## config.mk

```make
export PLATFORM = sky130hd
export DESIGN_NAME = cvo_vga_formatter
export DESIGN_NICKNAME = d
export VERILOG_FILES = /design/src/rtl/cvo_vga_pkg.sv /design/src/rtl/cvo_frame_checker.sv /design/src/rtl/cvo_vga_formatter.sv
export SDC_FILE = /design/constraint.sdc
export NUM_CORES = 1
export LEC_CHECK = 0
export CAP_MARGIN = 25
export CORE_UTILIZATION = 55
export DETAILED_ROUTE_END_ITERATION = 10
export GPL_ROUTABILITY_DRIVEN = 0
export GPL_TIMING_DRIVEN = 0
export PLACE_DENSITY = 0.84
export SLEW_MARGIN = 40
export SYNTH_ARGS = -nofsm -noshare
export SYNTH_HDL_FRONTEND = slang
export SYNTH_SLANG_ARGS = --single-unit
```

## constraint.sdc

```tcl
create_clock -name clk_clk -period 3.9 [get_ports clk_clk]
set_input_delay 0.39 -clock clk_clk [delete_from_list [all_inputs] [get_ports clk_clk]]
set_output_delay 0.39 -clock clk_clk [all_outputs]
set_load 0.01 [all_outputs]
```

## src/rtl/cvo_vga_pkg.sv

```systemverilog
// Shared types and constants for the clocked-video to VGA DAC output stage.
package cvo_vga_pkg;

  typedef enum logic [1:0] {
    ST_UNLOCKED = 2'd0,
    ST_ACQUIRE  = 2'd1,
    ST_LOCKED   = 2'd2
  } lock_state_t;

  localparam int R_LSB       = 16;
  localparam int G_LSB       = 8;
  localparam int B_LSB       = 0;
  localparam int PIX_W       = 8;
  localparam int CNT_W       = 12;
  localparam int UNDERFLOW_W = 16;
  localparam int GOOD_W      = 4;

  function automatic logic [CNT_W-1:0] sat_inc(input logic [CNT_W-1:0] v);
    return (&v) ? v : v + CNT_W'(1);
  endfunction

endpackage

```

## src/rtl/cvo_frame_checker.sv

```systemverilog
// Measures line length and lines per frame from the stage-1 video qualifiers and
// runs the frame-lock FSM that gates RGB until the stream geometry is stable.
//
// state       | meaning
// UNLOCKED    | no geometry verified; waiting for a v_sync edge to start counting
// ACQUIRE     | counting consecutive good frames towards LOCK_FRAMES
// LOCKED      | geometry verified; o_locked = 1
module cvo_frame_checker
  import cvo_vga_pkg::*;
#(
  parameter int H_ACTIVE    = 640,
  parameter int V_ACTIVE    = 480,
  parameter int LOCK_FRAMES = 2
) (
  input  logic clk,
  input  logic rst_n,
  input  logic i_dv,
  input  logic i_dv_fall,
  input  logic i_vs_rise,
  input  logic i_uf_rise,
  output logic o_locked
);

  lock_state_t       r_state;
  logic [CNT_W-1:0]  r_pix_cnt;
  logic [CNT_W-1:0]  r_line_cnt;
  logic              r_bad_line;
  logic [GOOD_W-1:0] r_good_cnt;

  logic              w_line_good;
  logic [CNT_W-1:0]  w_lines_eff;
  logic              w_bad_eff;
  logic              w_frame_good;

  // A line closing on the same cycle as the v_sync edge still belongs to the ending frame.
  assign w_line_good  = (r_pix_cnt == CNT_W'(H_ACTIVE));
  assign w_lines_eff  = i_dv_fall ? sat_inc(r_line_cnt) : r_line_cnt;
  assign w_bad_eff    = r_bad_line | (i_dv_fall & ~w_line_good);
  assign w_frame_good = ~w_bad_eff & (w_lines_eff == CNT_W'(V_ACTIVE));

  always_ff @(posedge clk or negedge rst_n) begin
    if (!rst_n) begin
      r_pix_cnt  <= '0;
      r_line_cnt <= '0;
      r_bad_line <= 1'b0;
      r_good_cnt <= '0;
      r_state    <= ST_UNLOCKED;
      o_locked   <= 1'b0;
    end else begin
      if (i_uf_rise || i_vs_rise) begin
        r_pix_cnt  <= '0;
        r_line_cnt <= '0;
        r_bad_line <= 1'b0;
      end else if (i_dv_fall) begin
        r_pix_cnt  <= '0;
        r_line_cnt <= sat_inc(r_line_cnt);
        if (!w_line_good) r_bad_line <= 1'b1;
      end else if (i_dv) begin
        r_pix_cnt  <= sat_inc(r_pix_cnt);
      end

      // Underflow has priority: the partial frame is dropped without evaluation.
      if (i_uf_rise) begin
        r_state    <= ST_UNLOCKED;
        r_good_cnt <= '0;
        o_locked   <= 1'b0;
      end else if (i_vs_rise) begin
        case (r_state)
          ST_UNLOCKED: begin
            r_state    <= ST_ACQUIRE;
            r_good_cnt <= '0;
            o_locked   <= 1'b0;
          end
          ST_ACQUIRE: begin
            if (!w_frame_good) begin
              r_good_cnt <= '0;
            end else if (r_good_cnt == GOOD_W'(LOCK_FRAMES - 1)) begin
              r_state    <= ST_LOCKED;
              r_good_cnt <= '0;
              o_locked   <= 1'b1;
            end else begin
              r_good_cnt <= r_good_cnt + GOOD_W'(1);
            end
          end
          ST_LOCKED: begin
            if (!w_frame_good) begin
              r_state  <= ST_UNLOCKED;
              o_locked <= 1'b0;
            end
          end
          default: begin
            r_state    <= ST_UNLOCKED;
            r_good_cnt <= '0;
            o_locked   <= 1'b0;
          end
        endcase
      end
    end
  end

endmodule

```

## src/rtl/cvo_vga_formatter.sv

```systemverilog
// Two-stage registered pixel path from the ITC clocked-video stream to the VGA DAC,
// with frame-lock RGB gating and a saturating underflow event counter.
module cvo_vga_formatter
  import cvo_vga_pkg::*;
#(
  parameter int                     H_ACTIVE       = 640,
  parameter int                     V_ACTIVE       = 480,
  parameter int                     LOCK_FRAMES    = 2,
  parameter bit                     BLANK_UNLOCKED = 1'b1,
  // Counter start value after reset; nonzero only to reach saturation quickly in simulation.
  parameter logic [UNDERFLOW_W-1:0] UF_CNT_INIT    = '0
) (
  input  logic                   clk_clk,
  input  logic                   reset_reset_n,
  input  logic [31:0]            vid_data,
  input  logic                   vid_datavalid,
  input  logic                   vid_h_sync,
  input  logic                   vid_v_sync,
  input  logic                   vid_underflow,
  output logic [PIX_W-1:0]       vga_r,
  output logic [PIX_W-1:0]       vga_g,
  output logic [PIX_W-1:0]       vga_b,
  output logic                   vga_hs,
  output logic                   vga_vs,
  output logic                   vga_blank_n,
  output logic                   vga_sync_n,
  output logic                   locked,
  output logic [UNDERFLOW_W-1:0] underflow_count
);

  logic [23:0] r1_rgb;
  logic        r1_dv, r1_hs, r1_vs, r1_uf;
  logic        r_dv_q, r_vs_q, r_uf_q;

  logic        w_dv_fall, w_vs_rise, w_uf_rise;
  logic        w_locked, w_pass;
  logic        w_unused_hi;

  assign w_unused_hi = ^vid_data[31:24];

  always_ff @(posedge clk_clk or negedge reset_reset_n) begin
    if (!reset_reset_n) begin
      r1_rgb <= '0;
      r1_dv  <= 1'b0;
      r1_hs  <= 1'b0;
      r1_vs  <= 1'b0;
      r1_uf  <= 1'b0;
      r_dv_q <= 1'b0;
      r_vs_q <= 1'b0;
      r_uf_q <= 1'b0;
    end else begin
      r1_rgb <= vid_data[23:0];
      r1_dv  <= vid_datavalid;
      r1_hs  <= vid_h_sync;
      r1_vs  <= vid_v_sync;
      r1_uf  <= vid_underflow;
      r_dv_q <= r1_dv;
      r_vs_q <= r1_vs;
      r_uf_q <= r1_uf;
    end
  end

  assign w_dv_fall = r_dv_q & ~r1_dv;
  assign w_vs_rise = r1_vs & ~r_vs_q;
  assign w_uf_rise = r1_uf & ~r_uf_q;

  cvo_frame_checker #(
    .H_ACTIVE    (H_ACTIVE),
    .V_ACTIVE    (V_ACTIVE),
    .LOCK_FRAMES (LOCK_FRAMES)
  ) u_checker (
    .clk       (clk_clk),
    .rst_n     (reset_reset_n),
    .i_dv      (r1_dv),
    .i_dv_fall (w_dv_fall),
    .i_vs_rise (w_vs_rise),
    .i_uf_rise (w_uf_rise),
    .o_locked  (w_locked)
  );

  assign w_pass = r1_dv & (!BLANK_UNLOCKED || w_locked);

  always_ff @(posedge clk_clk or negedge reset_reset_n) begin
    if (!reset_reset_n) begin
      vga_r       <= '0;
      vga_g       <= '0;
      vga_b       <= '0;
      vga_hs      <= 1'b1;
      vga_vs      <= 1'b1;
      vga_blank_n <= 1'b0;
    end else begin
      vga_r       <= w_pass ? r1_rgb[R_LSB +: PIX_W] : '0;
      vga_g       <= w_pass ? r1_rgb[G_LSB +: PIX_W] : '0;
      vga_b       <= w_pass ? r1_rgb[B_LSB +: PIX_W] : '0;
      vga_hs      <= ~r1_hs;
      vga_vs      <= ~r1_vs;
      vga_blank_n <= r1_dv;
    end
  end

  always_ff @(posedge clk_clk or negedge reset_reset_n) begin
    if (!reset_reset_n) begin
      underflow_count <= UF_CNT_INIT;
    end else if (w_uf_rise && !(&underflow_count)) begin
      underflow_count <= underflow_count + UNDERFLOW_W'(1);
    end
  end

  assign vga_sync_n = 1'b0;
  assign locked     = w_locked;

endmodule

```

==> results of run 1 <==
## final timing paths
kind / start / end / slack [ns] / cells after the start
max reg2reg: u_checker.r_line_cnt[1] / u_checker.r_state[0] / 1.40 / 7
max in group asynchronous: reset_reset_n / vga_vs / 2.77 / 3
min: r1_hs / vga_hs / 0.36 / 1
min in group asynchronous: reset_reset_n / r1_rgb[4] / 0.51 / 2
max: u_checker.r_line_cnt[1] / u_checker.r_state[0] / 1.40 / 7
min reg2reg: r1_hs / vga_hs / 0.36 / 1
## kinds of logic after synthesis
| logic type | share of synthesized area, % |
|---|---|
| AND/OR/NAND/NOR | 22.9 |
| flip-flops | 60.6 |
| AO/OA/AOI/OAI | 6.11 |
| XOR/XNOR | 5.04 |
| buffers and inverters | 1.84 |
| multiplexers | 1.73 |
| adder cells (fa/ha/maj) | 1.73 |
| other | 0.0864 |
## per-layer routing
layer  wire length [um]  share of wire, %  GRT usage, %  vias up
met3                602               7.0          8.67        7
li1                   -                 -             -     1480
met4                 76              0.89          7.14        0
met1               3650                43          28.0     1496
met5                  0                 0             0        -
met2               4230                49          36.4       84
## critical path, cell delays in order, from the launching register on
cell and delay (ns):
dfrtp_1 0.45, ha_1 0.27, nand4b_2 0.23, nor3_1 0.24, mux2_2 0.41, nor4_4 0.38
nand3_1 0.12, o311a_1 0.30
## stage by stage
stage	power (uW)	cell area, um2	std cells
2_1_floorplan	1310	4340	374
3_3_place_gp	1440	5200	549
3_5_place_dp	1460	5230	550
4_1_cts	2140	5460	567
5_1_grt	2220	5460	567
6_report	2120	5460	567
## power groups by stage
stage / combinational [uW] / sequential, uW / clock (uW)
after floorplan: 97.0 / 1210 / 0
after global placement: 238 / 1210 / 0
after detailed placement: 252 / 1210 / 0
after CTS: 254 / 1190 / 700
after global routing: 277 / 1200 / 746
final: 251 / 1190 / 680
## synthesized netlist by cell type, types with 3 or more instances
cell type  instances
o21ai_0            3
xor2_1            12
ha_1               6
a21oi_1           11
nor4_1             5
and2_1             7
mux2i_1            3
clkbuf_1           9
nand2b_1           4
inv_1              9
nor2_1            32
mux2_2             4
o31ai_1            4
nand4_1           12
nand2_1           35
or3_1              3
xnor2_1           13
and3_1            29
nor3_1            11
and4_1             4
nand3_1           13
dfrtp_1          103
## registers in the layout, indices dropped and copies added (netlist names), 2 cells and up
register and flops:
u_checker.r_pix_cnt 12, u_checker.r_line_cnt 12, vga_g 8, vga_r 8
vga_b 8, u_checker.r_state 2, r1_rgb 24, u_checker.r_good_cnt 4
underflow_count 16
## final cells by class
| cell class | instances | area [um2] | area share [%] |
|---|---|---|---|
| Buffer | 11 | 46.3 | 0.848 |
| Clock buffer | 9 | 124 | 2.27 |
| Clock inverter | 7 | 93.8 | 1.72 |
| Inverter | 9 | 33.8 | 0.619 |
| Multi-Input combinational cell | 249 | 1630 | 29.9 |
| Sequential cell | 105 | 2630 | 48.2 |
| Tap cell | 102 | 128 | 2.34 |
| Timing Repair Buffer | 75 | 773 | 14.2 |
==> impl_results.md, run 1 <==
* Status: complete, no violations
* Ant. Diodes at 0
* Top cell type's share of synthesized area at 59.4%
* Clk network pwr share at 32.1%
* Sw Ratio at 27.7%
* DRT Pass-1 Iters at 4
* WS Path Type: reg -> reg
* Post-route setup slack at 1.40 ns
* Seq/Total Area, Yosys at 60.6%
* Initial Util at 56.5%
* Syn_nets at 418
* # H-tree levels at 3
* Vias per cell at 5.41
* Combinational power share at 11.8%
* Syn Inst Count at 374
* Tmin final at 2.50 ns
* Port Buffer Count at 73
* Leading area contributor after synthesis: dfrtp_1
* DPL Wire Length at 6.13 mm
* Power Internal at 1530 uW
* Top cells by area, synth: dfrtp_1 (59%), and3_1 (4.2%), nand2_1 (3.0%), nor2_1 (2.8%), xnor2_1 (2.6%)
* Power density cells at 388 nW/um2
* Worst IR Drop VDD at 384 uV
* Total GRT Usage at 22.5%
* Post-Route Utilization at 71.0%
* Commonest non-fill, non-tap cell in the layout: dfrtp_1
* Post-synth EDFFs at 0
* Post-CTS setup buffers at 0
* I/O Pins at 83
* Area growth from synthesis to layout at 25.8%
* FILL cells at 514
* CP Launch Type: register
* Clock insertion delay at the later pin of the skew report at 0.37 ns
* CP endpoint kind: register
* Nets at 504
* Via count at 3,067
* Maxcap violations at 0
* Height of the die at 90.8 um
* Synthesized cell area at 4340 um2
* Post-Syn Area per Cell at 11.6 um2
* FMAX at 0.400 GHz
* Critical path required time at 4.16 ns
* Register share of total power at 56.1%
* Clk slew on worst S/H paths at 0.11 ns
* Post-synth ARST share at 100%
* Core area at 7690 um2
* Leak Pwr at 0.00248 uW
* Max-slew violations at 0
* CTS tree: done
* Period utilization at 64.2%
* Final setup fails at 0
* Hold Fails Final Rpt at 0
* Gr ovfl total at 0
* Min Hold Slack at 0.362 ns
* Largest net degree at the start of global routing at 59
* Fraction of layout cells with a size suffix above 1 at 9.25%
* Crit Path Max Fanout at 6
* Global-route wire length before repair at 14.5 mm
* Net Sw Power at 588 uW
* Post-cts sizing count at 0
* DRT iter0 DRCs at 158
* Clock Path Buffers at 2
* Die area at 8250 um2
* Ys flop type: dfrtp_1
* Count of cell types in the netlist at 58
* WP data arrival at 2.76 ns
* Setup TNS at 0 ns
* Antenna violations before repair at 0
* Worst hold path type: reg -> reg
* # hold bufs at CTS at 1
* Total CTS buffers at 9
* Std cell rows at 32
* Vias in the first global route at 3,140
* #FFs+latches synth at 105
* Pre-CTS setup slack at 1.45 ns
* Wire length per cell at 15.1 um
* DRT Wirelength at 8.55 mm
* RSZ-0062 raised after global routing: false
* Drc violations at 0
* Antenna Nets Post-Route at 0
* Clock skew at 0.0164 ns
* Die X at 90.8 um
* Yosys Warn Count at 0
* Most frequent cells in the layout: dfrtp_1 (103), clkdlybuf4s50_1 (72), nand2_1 (35), nor2_1 (32), and3_1 (29)
* Root Buffer: clkbuf_8
* Clk sink count at 105
Note: power is estimated with default switching activity, not from simulation.
==> run 2: changes to the inputs <==
Settings changed: CORE_UTILIZATION 55 to 47, PLACE_DENSITY 0.84 to 0.76.
Clock period 3.9 ns to 2 ns, I/O delays scaled along.
==> run 2 against run 1 <==
  * The flow now finishes with violations (setup timing)
  * Sequential cell count unchanged
  * Design area increased by 6.5%
  * Clock power increased by 94%
  * Worst setup slack got worse by 1.7 ns
  * Combinational power increased by 120%
  * Die area increased by 17%
  * Total power increased by 98%
  * Sequential share of layout area decreased by 2.8 points
  * Core utilization decreased by 5.3 points
  * Wire length increased by 8.8%
  * Final cell count increased by 4.4%
==> impl_results.md, run 2 (same netlist as run 1, synthesis figures left out) <==
* RSZ-0062 raised after global routing: true (was false)
* Status: finished, violations left (was complete, no violations)
* Hold Fails Final Rpt at 0 (unchanged)
* Slew at the pin with the worst max-slew slack at 0.599 ns
* DRT Pass-1 Iters at 4 (unchanged)
* Slew headroom at 59.7%
* Design Area, Final at 5820 um2 (was 5460 um2)
* WS Path Type: reg -> reg (unchanged)
* Min Hold Slack at 0.258 ns (was 0.362 ns)
* Port Buffer Count at 73 (unchanged)
* Root Buffer: clkbuf_8 (unchanged)
* Power density cells at 722 nW/um2 (was 388 nW/um2)
* Max-slew violations at 0 (unchanged)
* HP Start: vid_data[21] (was r1_hs)
* Clk sink count at 105 (unchanged)
* Clock insertion delay at the later pin of the skew report at 0.36 ns (was 0.37 ns)
* Antenna Nets Post-Route at 0 (unchanged)
* Critical path required time at 2.24 ns (was 4.16 ns)
* Total GRT Usage at 19.7% (was 22.5%)
* Biggest regs: r1_rgb: 24 flops, underflow_count: 16 flops (unchanged)
* Drc violations at 0 (unchanged)
* Most flops, register: r1_rgb (unchanged)
* Final setup fails at 7 (was 0)
* Initial Util at 49.1% (was 56.5%)
* Die area at 9630 um2 (was 8250 um2)
* Largest net degree at the start of global routing at 58 (was 59)
* Placed instance area at 5260 um2 (was 5230 um2)
* DRT Wirelength at 9.31 mm (was 8.55 mm)
* Total CTS buffers at 9 (unchanged)
* Leak Pwr at 0.00263 uW (was 0.00248 uW)
* Largest register FFs at 24 (unchanged)
* Reg-to-Reg Start: u_checker.r_line_cnt[0] (was u_checker.r_line_cnt[1])
* Worst-case reg-to-reg path depth at 7 (unchanged)
* Crit Path Max Fanout at 6 (unchanged)
* Commonest non-fill, non-tap cell in the layout: dfrtp_1 (unchanged)
* Core area at 8850 um2 (was 7690 um2)
* Vias per cell at 5.39 (was 5.41)
* Nets at 523 (was 504)
* Most frequent cells in the layout: dfrtp_1 (97), clkdlybuf4s50_1 (72), nand2_1 (33), nor2_1 (31), and3_1 (29) (was dfrtp_1 (103), clkdlybuf4s50_1 (72), nand2_1 (35), nor2_1 (32), and3_1 (29))
* Period utilization at 117% (was 64.2%)
* FF-to-FF End: u_checker.r_state[0] (unchanged)
* CP endpoint kind: register (unchanged)
* Hold Path Cell Cnt at 1 (unchanged)
* FMAX at 0.426 GHz (was 0.400 GHz)
* Via count at 3,189 (was 3,067)
* Std cell rows at 34 (was 32)
* Gr ovfl total at 0 (unchanged)
* Maxcap violations at 0 (unchanged)
* Global-route wire length before repair at 15.0 mm (was 14.5 mm)
* Worst Setup SP: u_checker.r_line_cnt[0] (was u_checker.r_line_cnt[1])
* Failing checks: setup timing
* Hold Crit Endpoint: r1_rgb[21] (was vga_hs)
* CTS tree: done (unchanged)
* I/O Pins at 83 (unchanged)
* WP data arrival at 2.59 ns (was 2.76 ns)
* Area growth from synthesis to layout at 34.0% (was 25.8%)
* Height of the die at 98.1 um (was 90.8 um)
* Clk slew on worst S/H paths at 0.11 ns (about the same)
* Clock skew at 0.0122 ns (was 0.0164 ns)
* CP Launch Type: register (unchanged)
* Tmin final at 2.35 ns (was 2.50 ns)
* DPL Wire Length at 6.07 mm (was 6.13 mm)
* Register-to-register setup slack at -0.35 ns (was 1.40 ns)
* Vias in the first global route at 3,207 (was 3,140)
* Wire length per cell at 15.7 um (was 15.1 um)
* Worst hold path type: in -> reg (was reg -> reg)
* Fraction of layout cells with a size suffix above 1 at 19.4% (was 9.25%)
* Post-route setup slack at -0.347 ns (was 1.40 ns)
* Antenna violations before repair at 0 (unchanged)
* Clock Path Buffers at 2 (unchanged)
* Die X at 98.1 um (was 90.8 um)
* Ant. Diodes at 0 (unchanged)
* Worst IR Drop VDD at 595 uV (was 384 uV)
* DRT iter0 DRCs at 146 (was 158)
* # H-tree levels at 3 (unchanged)
## run 2: cell types whose count changed in the layout (fill, tap and decap cells not counted), sizes merged
cell,change
buf,+20
inv,+1
clkbuf,-1
clkinv,-1
## run 2: timing repair
item	CTS	global route
gates resized for setup	12	30
setup endpoints to repair	17	12
pin swaps	10	14
hold buffers	1	0
endpoints found under the hold margin	55	0
buffers inserted	13	8
## run 2: layer usage
layer	part of all wire [%]	vias to the layer above	routed length (um)	GRT usage (%)
met5	0	-	0	0
met4	0.58	0	54	5.24
met3	5.8	5	537	5.87
met2	51	78	4700	32.4
met1	43	1581	4010	25.4
li1	-	1525	-	-
## run 2: worst max-delay path by stage
stage | depth (start not counted) | endpoint
floorplan | 8 | u_checker.r_state[0]
global placement | 1 | r1_hs
detailed placement | 6 | u_checker.r_state[0]
CTS | 8 | u_checker.r_state[0]
global route | 6 | u_checker.o_locked
finish | 7 | u_checker.r_state[0]
## run 2: critical path, cell delays in order (launching register included)
cell and delay, ns:
dfrtp_1 0.44, ha_4 0.19, nand4b_4 0.15, nor3_2 0.24, mux2_4 0.37, nor4_4 0.40
nand3_1 0.13, o311a_1 0.30
## run 2: stage by stage
| step | setup TNS (ns) | cells | utilization, % | total power, uW | setup WS, ns |
|---|---|---|---|---|---|
| after floorplan | -0.247 | 374 | - | 2560 | -0.146 |
| after global routing | -2.38 | 592 | 65.7 | 4370 | -0.442 |
| after global placement | -319.83 | 555 | 59.1 | 2820 | -3.06 |
| after CTS | -1.70 | 585 | 63.6 | 4190 | -0.379 |
| after detailed placement | -2.91 | 556 | 59.4 | 2860 | -0.426 |
| final | -1.46 | 592 | 65.7 | 4200 | -0.347 |
## run 2: cell type report
type | instances | area, um2
clock buffer | 9 | 124
inverter | 9 | 33.8
sequential | 105 | 2640
tap | 108 | 135
fill | 654 | 3030
multi-input combinational | 249 | 1830
clock inverter | 7 | 81.3
buffer | 9 | 41.3
timing repair buffer | 96 | 935
## run 2: report_power, final
| group | switching [uW] | internal (uW) |
|---|---|---|
| Combinational | 267 | 292 |
| Clock | 814 | 505 |
| Sequential | 96.8 | 2230 |
==> run 3: changes to the inputs <==
Settings changed: CORE_ASPECT_RATIO set to 1.25.
==> run 3 against run 2 <==
  * The flow still finishes with violations (setup timing)
  * Global-route usage is 0.26 points lower
  * Critical path depth grew 1
  * Sequential cell count unchanged
  * Die area barely moved
  * Clock power is 3% higher
  * Clock skew is 0.0037 ns higher
  * Count of clock-buffer cells in the layout is the same
  * Worst setup slack gained 0.0052 ns
  * Design area fell by 1.4%
  * Maximum frequency up 0.22%
  * Critical endpoint unchanged
  * Largest power group unchanged
  * Highest routed layer unchanged
==> impl_results.md, run 3 (same netlist as run 1, synthesis figures left out) <==
* Status: finished, violations left (unchanged)
* Failing checks: setup timing (unchanged)
* Post-route setup slack at -0.342 ns (was -0.347 ns)
* Gr ovfl total at 0 (unchanged)
* FMAX at 0.427 GHz (was 0.426 GHz)
* # H-tree levels at 3 (unchanged)
* CP Launch Type: register (unchanged)
* DRT Wirelength at 8.96 mm (was 9.31 mm)
* Ant. Diodes at 0 (unchanged)
* Die X at 88.0 um (was 98.1 um)
* Total GRT Usage at 19.4% (was 19.7%)
* CTS tree: done (unchanged)
* Power density cells at 736 nW/um2 (was 722 nW/um2)
* Leak Pwr at 0.00260 uW (was 0.00263 uW)
* Slew at the pin with the worst max-slew slack at 0.496 ns (was 0.599 ns)
* Clock Path Buffers at 2 (unchanged)
* Non-Filler Instances at 606 (was 592)
* Sw Ratio at 26.2% (was 28.0%)
* Critical path required time at 2.25 ns (was 2.24 ns)
* Max-slew violations at 0 (unchanged)
* Die area at 9630 um2 (about the same)
* Power Internal at 3110 uW (was 3020 uW)
* Clock skew at 0.0159 ns (was 0.0122 ns)
* Port Buffer Count at 73 (unchanged)
* Fraction of layout cells with a size suffix above 1 at 16.3% (was 19.4%)
* Initial Util at 49.1% (about the same)
* RSZ-0062 raised after global routing: true (unchanged)
* Total CTS buffers at 9 (unchanged)
* DRT Pass-1 Iters at 4 (unchanged)
* Clock insertion delay at the later pin of the skew report at 0.37 ns (was 0.36 ns)
* WS Path Type: reg -> reg (unchanged)
* Antenna violations before repair at 0 (unchanged)
* DPL Wire Length at 5.94 mm (was 6.07 mm)
* Commonest non-fill, non-tap cell in the layout: dfrtp_1 (unchanged)
* Period utilization at 117% (about the same)
* Final setup fails at 7 (unchanged)
* Slew headroom at 66.7% (was 59.7%)
* Cells after DPL at 568 (was 556)
* Std cell rows at 38 (was 34)
* Worst hold path type: in -> reg (unchanged)
* Drc violations at 0 (unchanged)
* Maxcap violations at 0 (unchanged)
* Hold Fails Final Rpt at 0 (unchanged)
* Pre-CTS setup slack at -0.377 ns (was -0.426 ns)
* Vias in the first global route at 3,088 (was 3,207)
* Overall Power at 4220 uW (was 4200 uW)
* DRT iter0 DRCs at 181 (was 146)
* Area growth from synthesis to layout at 32.1% (was 34.0%)
* WP data arrival at 2.59 ns (about the same)
* Root Buffer: clkbuf_8 (unchanged)
* Register share of total power at 54.9% (was 55.3%)
* Combinational power share at 12.8% (was 13.3%)
* Wire length per cell at 14.8 um (was 15.7 um)
* Vias per cell at 5.30 (was 5.39)
* Largest net degree at the start of global routing at 73 (was 58)
* CP endpoint kind: register (unchanged)
* Most flops, register: r1_rgb (unchanged)
* Clk sink count at 105 (unchanged)
* Antenna Nets Post-Route at 0 (unchanged)
* Height of the die at 109 um (was 98.1 um)
* Tmin final at 2.34 ns (was 2.35 ns)
* Clk network pwr share at 32.3% (was 31.4%)
* Most frequent cells in the layout: dfrtp_1 (103), clkdlybuf4s50_1 (72), nand2_1 (34), nor2_1 (32), and3_1 (29) (was dfrtp_1 (97), clkdlybuf4s50_1 (72), nand2_1 (33), nor2_1 (31), and3_1 (29))
* Net Sw Power at 1110 uW (was 1180 uW)
* Largest register FFs at 24 (unchanged)
* Worst IR Drop VDD at 582 uV (was 595 uV)
* Core area at 8840 um2 (was 8850 um2)
* I/O Pins at 83 (unchanged)
* Clk slew on worst S/H paths at 0.10 ns (was 0.11 ns)
* Global-route wire length before repair at 14.2 mm (was 15.0 mm)
* Nets at 525 (was 523)
* Crit Path Max Fanout at 4 (was 6)
* Biggest regs: r1_rgb: 24 flops, underflow_count: 16 flops (unchanged)
* Via count at 3,213 (was 3,189)
-- run 3: cell types whose count changed in the layout (fill, tap and decap cells not counted), sizes merged --
cell / change
buf: +2
bufinv: +1
clkinv: -1
clkinvlp: +1
inv: -1
-- run 3: what timing repair did --
| action | CTS | global route |
|---|---|---|
| setup buffers | 12 | 10 |
| setup endpoints to repair | 15 | 15 |
| hold endpoints to repair | 33 | 0 |
| hold buffers | 1 | 0 |
| resized for setup | 7 | 10 |
| pin swaps | 9 | 5 |
-- run 3: final cells by class --
type,count,area (um2)
clock buffer,9,124
clock inverter,7,87.6
buffer,10,45.0
tap,120,150
sequential,105,2630
timing repair buffer,97,938
multi-input combinational,249,1730
fill,694,3110
inverter,9,33.8
-- run 3: path summary, 6_finish.rpt --
check	to	startpoint	slack, ns	depth (start not counted)
max reg2reg	u_checker.r_state[0]	u_checker.r_pix_cnt[0]	-0.34	8
max in group asynchronous	vga_vs	reset_reset_n	1.05	3
min reg2reg	vga_hs	r1_hs	0.36	1
min	r1_rgb[10]	vid_data[10]	0.26	1
min in group asynchronous	r1_rgb[18]	reset_reset_n	0.28	2
max	u_checker.r_state[0]	u_checker.r_pix_cnt[0]	-0.34	8
-- run 3: power by group through the flow --
stage          registers [uW]  logic [uW]  clock network [uW]
6_report                 2320         540                1360
5_1_grt                  2330         599                1490
4_1_cts                  2310         519                1400
3_5_place_dp             2360         491                   0
3_3_place_gp             2350         470                   0
2_1_floorplan            2370         194                   0
-- run 3: metal layers --
| metal | wire length (um) | up-vias | share of wire [%] | track usage (%) |
|---|---|---|---|---|
| met5 | 0 | - | 0 | 0 |
| met3 | 496 | 13 | 5.5 | 4.58 |
| li1 | - | 1521 | - | - |
| met1 | 3780 | 1593 | 42 | 24.0 |
| met2 | 4530 | 86 | 51 | 32.7 |
| met4 | 146 | 0 | 1.6 | 7.73 |
-- run 3: stage by stage --
stage / TNS, ns / util [%] / hold WS, ns / cell area, um2
4_1_cts: -1.51 / 63.5 / 0.243 / 5610
6_report: -1.75 / 64.9 / 0.259 / 5740
2_1_floorplan: -0.247 / - / -0.0956 / 4360
5_1_grt: -2.73 / 64.9 / 0.233 / 5740
3_5_place_dp: -2.30 / 59.6 / 0.0796 / 5280
3_3_place_gp: -312.64 / 59.3 / 0.339 / 5240
-- run 3: worst max-delay path: stages, from the launching register on --
cell	delay (ns)
dfrtp_1	0.40
inv_1	0.08
ha_1	0.16
or4b_4	0.47
o32ai_4	0.26
nand4_1	0.18
nor3_4	0.26
nand3_1	0.12
o311a_1	0.30
